$ cat config.mk
export PLATFORM = sky130hd
export DESIGN_NAME = jtag_tap_ctrl
export DESIGN_NICKNAME = d
export VERILOG_FILES = /design/src/rtl/jtag_pkg.sv /design/src/rtl/jtag_tap_fsm.sv /design/src/rtl/jtag_tap_ctrl.sv
export SDC_FILE = /design/constraint.sdc
export NUM_CORES = 1
export LEC_CHECK = 0
export ABC_CLOCK_PERIOD_IN_PS = 1400
export CORE_UTILIZATION = 27
export CTS_BUF_LIST = sky130_fd_sc_hd__clkbuf_8
export CTS_CLUSTER_DIAMETER = 30
export DETAILED_ROUTE_END_ITERATION = 8
export PLACE_DENSITY_LB_ADDON = 0.2
export SLEW_MARGIN = 10
export SYNTH_ARGS = -nofsm -noshare
export SYNTH_HDL_FRONTEND = slang
export SYNTH_SLANG_ARGS = --single-unit
export TNS_END_PERCENT = 5
$ cat constraint.sdc
create_clock -name tck -period 1.4 [get_ports tck]
set_input_delay 0.14 -clock tck [delete_from_list [all_inputs] [get_ports tck]]
set_output_delay 0.14 -clock tck [all_outputs]
set_load 0.05 [all_outputs]
$ cat src/rtl/jtag_pkg.sv
// Shared JTAG TAP definitions: state encoding, instruction codes and the IEEE 1149.1
// next-state function used by both the FSM and the IR update logic.
package jtag_pkg;

   typedef enum logic [3:0] {
      StTestLogicReset = 4'd0,
      StRunTestIdle    = 4'd1,
      StSelectDr       = 4'd2,
      StCaptureDr      = 4'd3,
      StShiftDr        = 4'd4,
      StExit1Dr        = 4'd5,
      StPauseDr        = 4'd6,
      StExit2Dr        = 4'd7,
      StUpdateDr       = 4'd8,
      StSelectIr       = 4'd9,
      StCaptureIr      = 4'd10,
      StShiftIr        = 4'd11,
      StExit1Ir        = 4'd12,
      StPauseIr        = 4'd13,
      StExit2Ir        = 4'd14,
      StUpdateIr       = 4'd15
   } tap_state_e;

   localparam logic [1:0] IrBypass0  = 2'b00;
   localparam logic [1:0] IrUserLed  = 2'b01;
   localparam logic [1:0] IrIdcode   = 2'b10;
   localparam logic [1:0] IrBypass1  = 2'b11;
   localparam logic [1:0] IrCaptured = 2'b01;

   function automatic tap_state_e tap_next(input tap_state_e st, input logic tms);
      tap_state_e nxt;
      nxt = StTestLogicReset;
      case (st)
         StTestLogicReset: nxt = tms ? StTestLogicReset : StRunTestIdle;
         StRunTestIdle:    nxt = tms ? StSelectDr       : StRunTestIdle;
         StSelectDr:       nxt = tms ? StSelectIr       : StCaptureDr;
         StCaptureDr:      nxt = tms ? StExit1Dr        : StShiftDr;
         StShiftDr:        nxt = tms ? StExit1Dr        : StShiftDr;
         StExit1Dr:        nxt = tms ? StUpdateDr       : StPauseDr;
         StPauseDr:        nxt = tms ? StExit2Dr        : StPauseDr;
         StExit2Dr:        nxt = tms ? StUpdateDr       : StShiftDr;
         StUpdateDr:       nxt = tms ? StSelectDr       : StRunTestIdle;
         StSelectIr:       nxt = tms ? StTestLogicReset : StCaptureIr;
         StCaptureIr:      nxt = tms ? StExit1Ir        : StShiftIr;
         StShiftIr:        nxt = tms ? StExit1Ir        : StShiftIr;
         StExit1Ir:        nxt = tms ? StUpdateIr       : StPauseIr;
         StPauseIr:        nxt = tms ? StExit2Ir        : StPauseIr;
         StExit2Ir:        nxt = tms ? StUpdateIr       : StShiftIr;
         StUpdateIr:       nxt = tms ? StSelectDr       : StRunTestIdle;
         default:          nxt = StTestLogicReset;
      endcase
      return nxt;
   endfunction

endpackage

$ cat src/rtl/jtag_tap_fsm.sv
// TAP controller state register; next state follows the standard tms table.
module jtag_tap_fsm
   import jtag_pkg::*;
(
   input  logic       tck,
   input  logic       aclr_n,
   input  logic       tms,
   output tap_state_e state
);

   always_ff @(posedge tck or negedge aclr_n) begin
      if (!aclr_n) begin
         state <= StTestLogicReset;
      end else begin
         state <= tap_next(state, tms);
      end
   end

endmodule

$ cat src/rtl/jtag_tap_ctrl.sv
// JTAG TAP with 2-bit IR, IDCODE and BYPASS data registers, and strobes for a
// downstream USER_LED data register.
module jtag_tap_ctrl
   import jtag_pkg::*;
#(
   // Bit 0 must be 1 so the IDCODE is distinguishable from BYPASS on the chain.
   parameter logic [31:0] IDCODE = 32'h1000_0A3B
) (
   input  logic tck,
   input  logic aclr_n,
   input  logic tms,
   input  logic tdi,
   input  logic dr_tdo,
   output logic tdo,
   output logic ir_in,
   output logic v_sdr,
   output logic v_cdr,
   output logic udr,
   output logic dr_aclr
);

   tap_state_e  state;
   tap_state_e  state_next;
   logic [1:0]  ir_q;
   logic [1:0]  ir_shift_q;
   logic [31:0] id_shift_q;
   logic        bypass_q;
   logic        sel_user;
   logic        sel_id;
   logic        sel_bypass;

   jtag_tap_fsm u_fsm (
      .tck    (tck),
      .aclr_n (aclr_n),
      .tms    (tms),
      .state  (state)
   );

   always_comb begin
      state_next = tap_next(state, tms);
      sel_user   = (ir_q == IrUserLed);
      sel_id     = (ir_q == IrIdcode);
      sel_bypass = !sel_user && !sel_id;
   end

   // Active IR changes only when leaving UPDATE_IR, or on the edge entering reset.
   always_ff @(posedge tck or negedge aclr_n) begin
      if (!aclr_n) begin
         ir_q       <= IrIdcode;
         ir_shift_q <= IrCaptured;
      end else begin
         if (state_next == StTestLogicReset) begin
            ir_q <= IrIdcode;
         end else if (state == StUpdateIr) begin
            ir_q <= ir_shift_q;
         end
         if (state == StCaptureIr) begin
            ir_shift_q <= IrCaptured;
         end else if (state == StShiftIr) begin
            ir_shift_q <= {tdi, ir_shift_q[1]};
         end
      end
   end

   always_ff @(posedge tck or negedge aclr_n) begin
      if (!aclr_n) begin
         id_shift_q <= IDCODE;
         bypass_q   <= 1'b0;
      end else if (state == StCaptureDr) begin
         if (sel_id)     id_shift_q <= IDCODE;
         if (sel_bypass) bypass_q   <= 1'b0;
      end else if (state == StShiftDr) begin
         if (sel_id)     id_shift_q <= {tdi, id_shift_q[31:1]};
         if (sel_bypass) bypass_q   <= tdi;
      end
   end

   // Strobes depend only on registered state and IR, never on tms.
   always_comb begin
      ir_in   = sel_user;
      v_sdr   = sel_user && (state == StShiftDr);
      v_cdr   = sel_user && (state == StCaptureDr);
      udr     = sel_user && (state == StUpdateDr);
      dr_aclr = (state == StTestLogicReset);
      tdo     = 1'b0;
      if (state == StShiftIr) begin
         tdo = ir_shift_q[0];
      end else if (state == StShiftDr) begin
         if (sel_user)    tdo = dr_tdo;
         else if (sel_id) tdo = id_shift_q[0];
         else             tdo = bypass_q;
      end
   end

endmodule
## Yosys cells after proc, flatten, opt, wreduce, memory -nomap -nowiden

Cells that the tools add are included.

- Register bits after elaboration: 41
- Latch bits: 0
- Memory bits (writable): 0
- ROM bits: 0
- Input bits: 5
- Memories: 0

- Add/subtract/negate cells: 0
- Multipliers: 0
- Divide/modulo/power cells: 0
- $lt $le $gt $ge: 0
- Eq/ne operators: 21
- Shift-type cells: 0
- Multiplexer cells: 29
- Bitwise operators: 0
- Reductions and logical operators: 16

Operator list:

| operator | number |
|---|---|
| 2-to-1 mux 32 bit | 4 |
| case mux 4 bit (12 select lines) | 1 |
| == test 4 bit, second input constant | 8 |
| == test 4 x 3 -> 1 bit, second input constant | 4 |
| 2-to-1 mux 4 bit | 4 |
| 2-to-1 mux 2 bit | 7 |
| 2-to-1 mux 1 bit | 11 |
| == test 4 x 2 -> 1 bit, second input constant | 2 |
| zero test 4 bit | 2 |
| inequality test 2 bit, second input constant | 4 |
| 2-to-1 mux 3 bit | 2 |
| AND reduction 3 bit | 2 |
| nonzero test 2 bit | 3 |
| == test 4 x 1 -> 1 bit, second input constant | 1 |
| logical AND 1 bit | 4 |
| OR reduction 2 bit | 2 |
| OR reduction 3 bit | 1 |
| == test 2 x 1 -> 1 bit, second input constant | 1 |
| == test 2 bit, second input constant | 1 |
| zero test 1 bit | 2 |

## Logic depth before layout (Yosys ltp)

- Depth in word-level cells: 6
- Mapped depth: 7

## By module

Synthesis repeated with hierarchy kept, for this count alone.

- Cell total of the unflattened synthesis: 156
- Area total of the unflattened synthesis: 1,883.1 sq um

By module, submodules not included:

| module | times used | cells each | area each (sq um) |
|---|---|---|---|
| jtag_tap_ctrl | 1 | 119 | 1,569.0 |
| jtag_tap_fsm | 1 | 37 | 314.1 |

## Worst setup path before layout

OpenSTA, ideal clock, no wires.

- Path type: reg2out
- From: register u_fsm.state[3]
- To: output dr_aclr
- Data arrival time: 2.230 ns
- Setup slack: -0.970 ns
- Cell stages (with the launch flop): 4
- Buffers on the path: 2
- Path through: dfrtp_1 > buf_2 > buf_2 > nor4_1

- Word-level cells in the longest chain between the ends: 1

RTL lines:

| what | line | RTL |
|---|---|---|
| start: declaration | jtag_tap_fsm.sv:8 | `output tap_state_e state` |
| start signal: assignment | jtag_tap_fsm.sv:13 | `state <= StTestLogicReset;` |
| start signal: assignment | jtag_tap_fsm.sv:15 | `state <= tap_next(state, tms);` |
| zero test 4 bit | jtag_tap_ctrl.sv:84 | `dr_aclr = (state == StTestLogicReset);` |
| end: declaration | jtag_tap_ctrl.sv:19 | `output logic dr_aclr` |

Every way passes these cells.

## Final worst setup path

- From: register ir_q[1]
- To: output tdo

- Word-level cells in the longest chain between the ends: 5
- Elaborated cells between the ends (all ways): 6
- Classes of those cells: eq/ne (2); mux (4)

RTL lines:

| what | line | RTL |
|---|---|---|
| start: declaration | jtag_tap_ctrl.sv:24 | `logic [1:0] ir_q;` |
| start signal: assignment | jtag_tap_ctrl.sv:49 | `ir_q <= IrIdcode;` |
| start signal: assignment | jtag_tap_ctrl.sv:53 | `ir_q <= IrIdcode;` |
| start signal: assignment | jtag_tap_ctrl.sv:55 | `ir_q <= ir_shift_q;` |
| == test 2 bit | jtag_tap_ctrl.sv:42 | `sel_id = (ir_q == IrIdcode);` |
| 2-to-1 mux 1 bit | jtag_tap_ctrl.sv:90 | `else if (sel_id) tdo = id_shift_q[0];` |
| 2-to-1 mux 1 bit * | jtag_tap_ctrl.sv:89 | `if (sel_user) tdo = dr_tdo;` |
| 2-to-1 mux 1 bit * | jtag_tap_ctrl.sv:88 | `end else if (state == StShiftDr) begin` |
| 2-to-1 mux 1 bit * | jtag_tap_ctrl.sv:86 | `if (state == StShiftIr) begin` |
| end: declaration | jtag_tap_ctrl.sv:14 | `output logic tdo,` |

Every way passes the cells marked *; elsewhere a longest branch is shown, timed or not.

==> impl_metrics.ini <==
[flow_run]
maxCapViolCount = 0

[synthesis]
synth_edf_count = 0
yosys.cell_types.count = 41
async_flop_share = 1.00
yosysSeqAreaShare = 0.555
avgSynthCellArea_um2 = 11.9
netlist_instances = 157
syn-num-nets = 164
yosysWarningCount = 0
ys_ff_latch = 41
synth_ff_type = dfrtp_1
netlist_area_mm2 = 0.00187

[final_layout]
antenna_cells = 0
utilization = 0.373
multiInputGateArea_um2 = 832
area_growth_pct = 30.1
drive_above_1_share = 0.368
instances_no_fill = 262
regArea_mm2 = 0.00104
nNetsFinal = 191
n_fill_cell = 638

[floorplan]
core-area_mm2 = 0.00653
die_area_mm2 = 0.00727
chipWidth_um = 85.3
num_io_pins = 11
start_util = 0.287
die_h_um = 85.3
core.rowCount = 29

[power_and_ir_drop]
seqPwrFrac = 0.374
clockPowerShare = 0.154
vdd_drop_max_mv = 1.19
combPwrFrac = 0.473
switching_share = 0.361
powerDensity_mw_per_mm2 = 2120
switchingPower_mw = 1.86
power.leakage_nw = 1.06
p_int_mw = 3.29

[timing]
min_period_ps = 1920
setup_viol = 31
fin_crit_sh = 1.37
slew_headroom = 0.667
finalHoldWorstSlack_ps = 440
slew_violations = 0
hold_viol = 0
rsz0062_at_grt = true
tightest_slew_ps = 499
setup_ws_ps = -521
tns_ps = -3710
fin_skew_ps = 4.69
fmax_mhz = 520

[worst_setup_path]
worst_path_max_delay_cell = dfstp_2
critPathTopFamily = flip-flops
crit_path_max_incr_delay_ps = 560
reg2reg_slack_ps = -90
cp-start-kind = register
crit_buf_inv = 1
cp.arrival_ps = 1780
crit_path_end_kind = output port
required_ps = 1260
critical_path_class = reg2out
crit_chain = ha_4, mux2_4, o211ai_1, o21ai_2, buf_12
path_max_fanout = 2

[cts]
clockBufferDepth = 2
numCtsBuffers = 5
cts-root-buf = clkbuf_8
htree_levels = 2
insertion_delay_ps = 280
path_clk_slew_ps = 80
cts_sinks = 41
cts_tree = yes

[global_routing]
grt-ovfl-total = 0
antenna_found_initial = 0
grt_pass1_vias = 1320
grt_usage = 0.109
grt_pass1_wl_um = 6240
grt_max_degree = 42

[detailed_routing]
final_antenna_net_count = 0
drt_first_pass_iters = 4
wl_per_cell_um = 13.7
initialDrtViolationCount = 64
num_vias = 1318
drt_wl_total_um = 3590
vias_per_cell = 5.03
remaining_drc_errors = 0

[hold_path]
hold_path_class = in2async

[outcome]
violations = negative setup slack
status = finished with violations

[placement]
dp_hpwl_um = 2370
gp_congestion = 0.733
dp_cells = 251
pre_cts_ws_ps = -273
port_buffers = 10
[metal layers]
layer | up-vias | wire length, µm | global-route usage
met5 | - | 0 | 0
met4 | 0 | 38 | 0.0379
met3 | 4 | 115 | 0.0360
met2 | 18 | 1730 | 0.177
met1 | 661 | 1710 | 0.137
li1 | 635 | - | -
[cell families after synthesis]
logic type,count (synthesis),share of synthesized area
buffers and inverters,16,0.0508
muxes,3,0.0167
adders and majority gates,2,0.0134
and+or+nand+nor,42,0.136
xor gates and xnor gates,2,0.00936
DFF,41,0.555
AOI/OAI and AO/OA,51,0.219
[layout make-up]
cell class                      instances  area share
Sequential cell                        41       0.428
Multi-Input combinational cell        100       0.342
Timing Repair Buffer                   33       0.147
Tap cell                               77      0.0395
Clock buffer                            6      0.0339
Clock inverter                          2     0.00565
Inverter                                3     0.00462
[flip-flops by register name (all words and copies together), names as in the netlist]
signal / cells
id_shift_q: 32
u_fsm.state: 4
ir_q: 2
ir_shift_q: 2
bypass_q: 1
[placed cells by master (no fill, tap or decap), drive strengths merged, types with 2 or more instances in the layout]
cell type      instances
a22o                  24
ha                     2
mux2i                  2
nor2b                  5
o211ai                 2
and2                   3
inv                    3
o21ai                  5
o22a                   8
a31oi                  2
clkbuf                 6
a21oi                  3
nand2b                 6
clkdlybuf4s50          3
dfstp                 10
nand3                  2
clkinv                 2
nand3b                 3
nor3b                  2
dfrtp                 31
nand2                 13
nor3                   2
buf                   29
[synth_stat cells, types with 3 or more instances]
cell type	n	area, µm²
a21oi_1	3	15.0
a22o_1	24	210
and2_1	3	18.8
buf_2	7	35.0
buf_6	3	33.8
dfrtp_1	31	776
dfstp_2	10	263
inv_1	3	11.3
nand2_1	13	48.8
nand2b_1	6	37.5
nand3b_1	3	22.5
nor2b_1	5	31.3
o21ai_0	4	20.0
o22a_1	8	70.1
[power by group through the flow]
stage | clock (mW) | combinational, mW | sequential, mW
3_3_place_gp | 0 | 2.18 | 1.91
5_1_grt | 0.884 | 2.66 | 1.99
6_report | 0.792 | 2.44 | 1.93
2_1_floorplan | 0 | 1.57 | 1.81
3_5_place_dp | 0 | 2.24 | 1.91
4_1_cts | 0.826 | 2.37 | 1.91
[worst min-delay path, delay by kind of cell]
kind                   cells  cell delay (ps)
buffers and inverters      3             1020
[final timing paths]
check                                 end     startpoint  depth (start not counted)
max in group asynchronous  u_fsm.state[0]         aclr_n                          3
hold reg to reg             ir_shift_q[0]  ir_shift_q[0]                          2
setup reg to reg           id_shift_q[23]        ir_q[0]                          7
min in group tck            ir_shift_q[0]  ir_shift_q[0]                          2
hold / removal              id_shift_q[2]         aclr_n                          3
setup / recovery                      tdo        ir_q[1]                          5
[repair_timing]
action	in CTS	in global routing
endpoints found under the hold margin	31	0
pin swaps	10	24
cloned	0	0
setup endpoints to repair	38	40
resized for setup	14	8
setup buffers	0	2
hold buffers	1	0
[per-stage QoR]
step / power [mW] / cell area, µm²
final: 5.16 / 2440
after global routing: 5.53 / 2440
after CTS: 5.10 / 2390
after detailed placement: 4.15 / 2230
after global placement: 4.09 / 2230
after floorplan: 3.39 / 1900
Power figures use the tool's default switching activity.
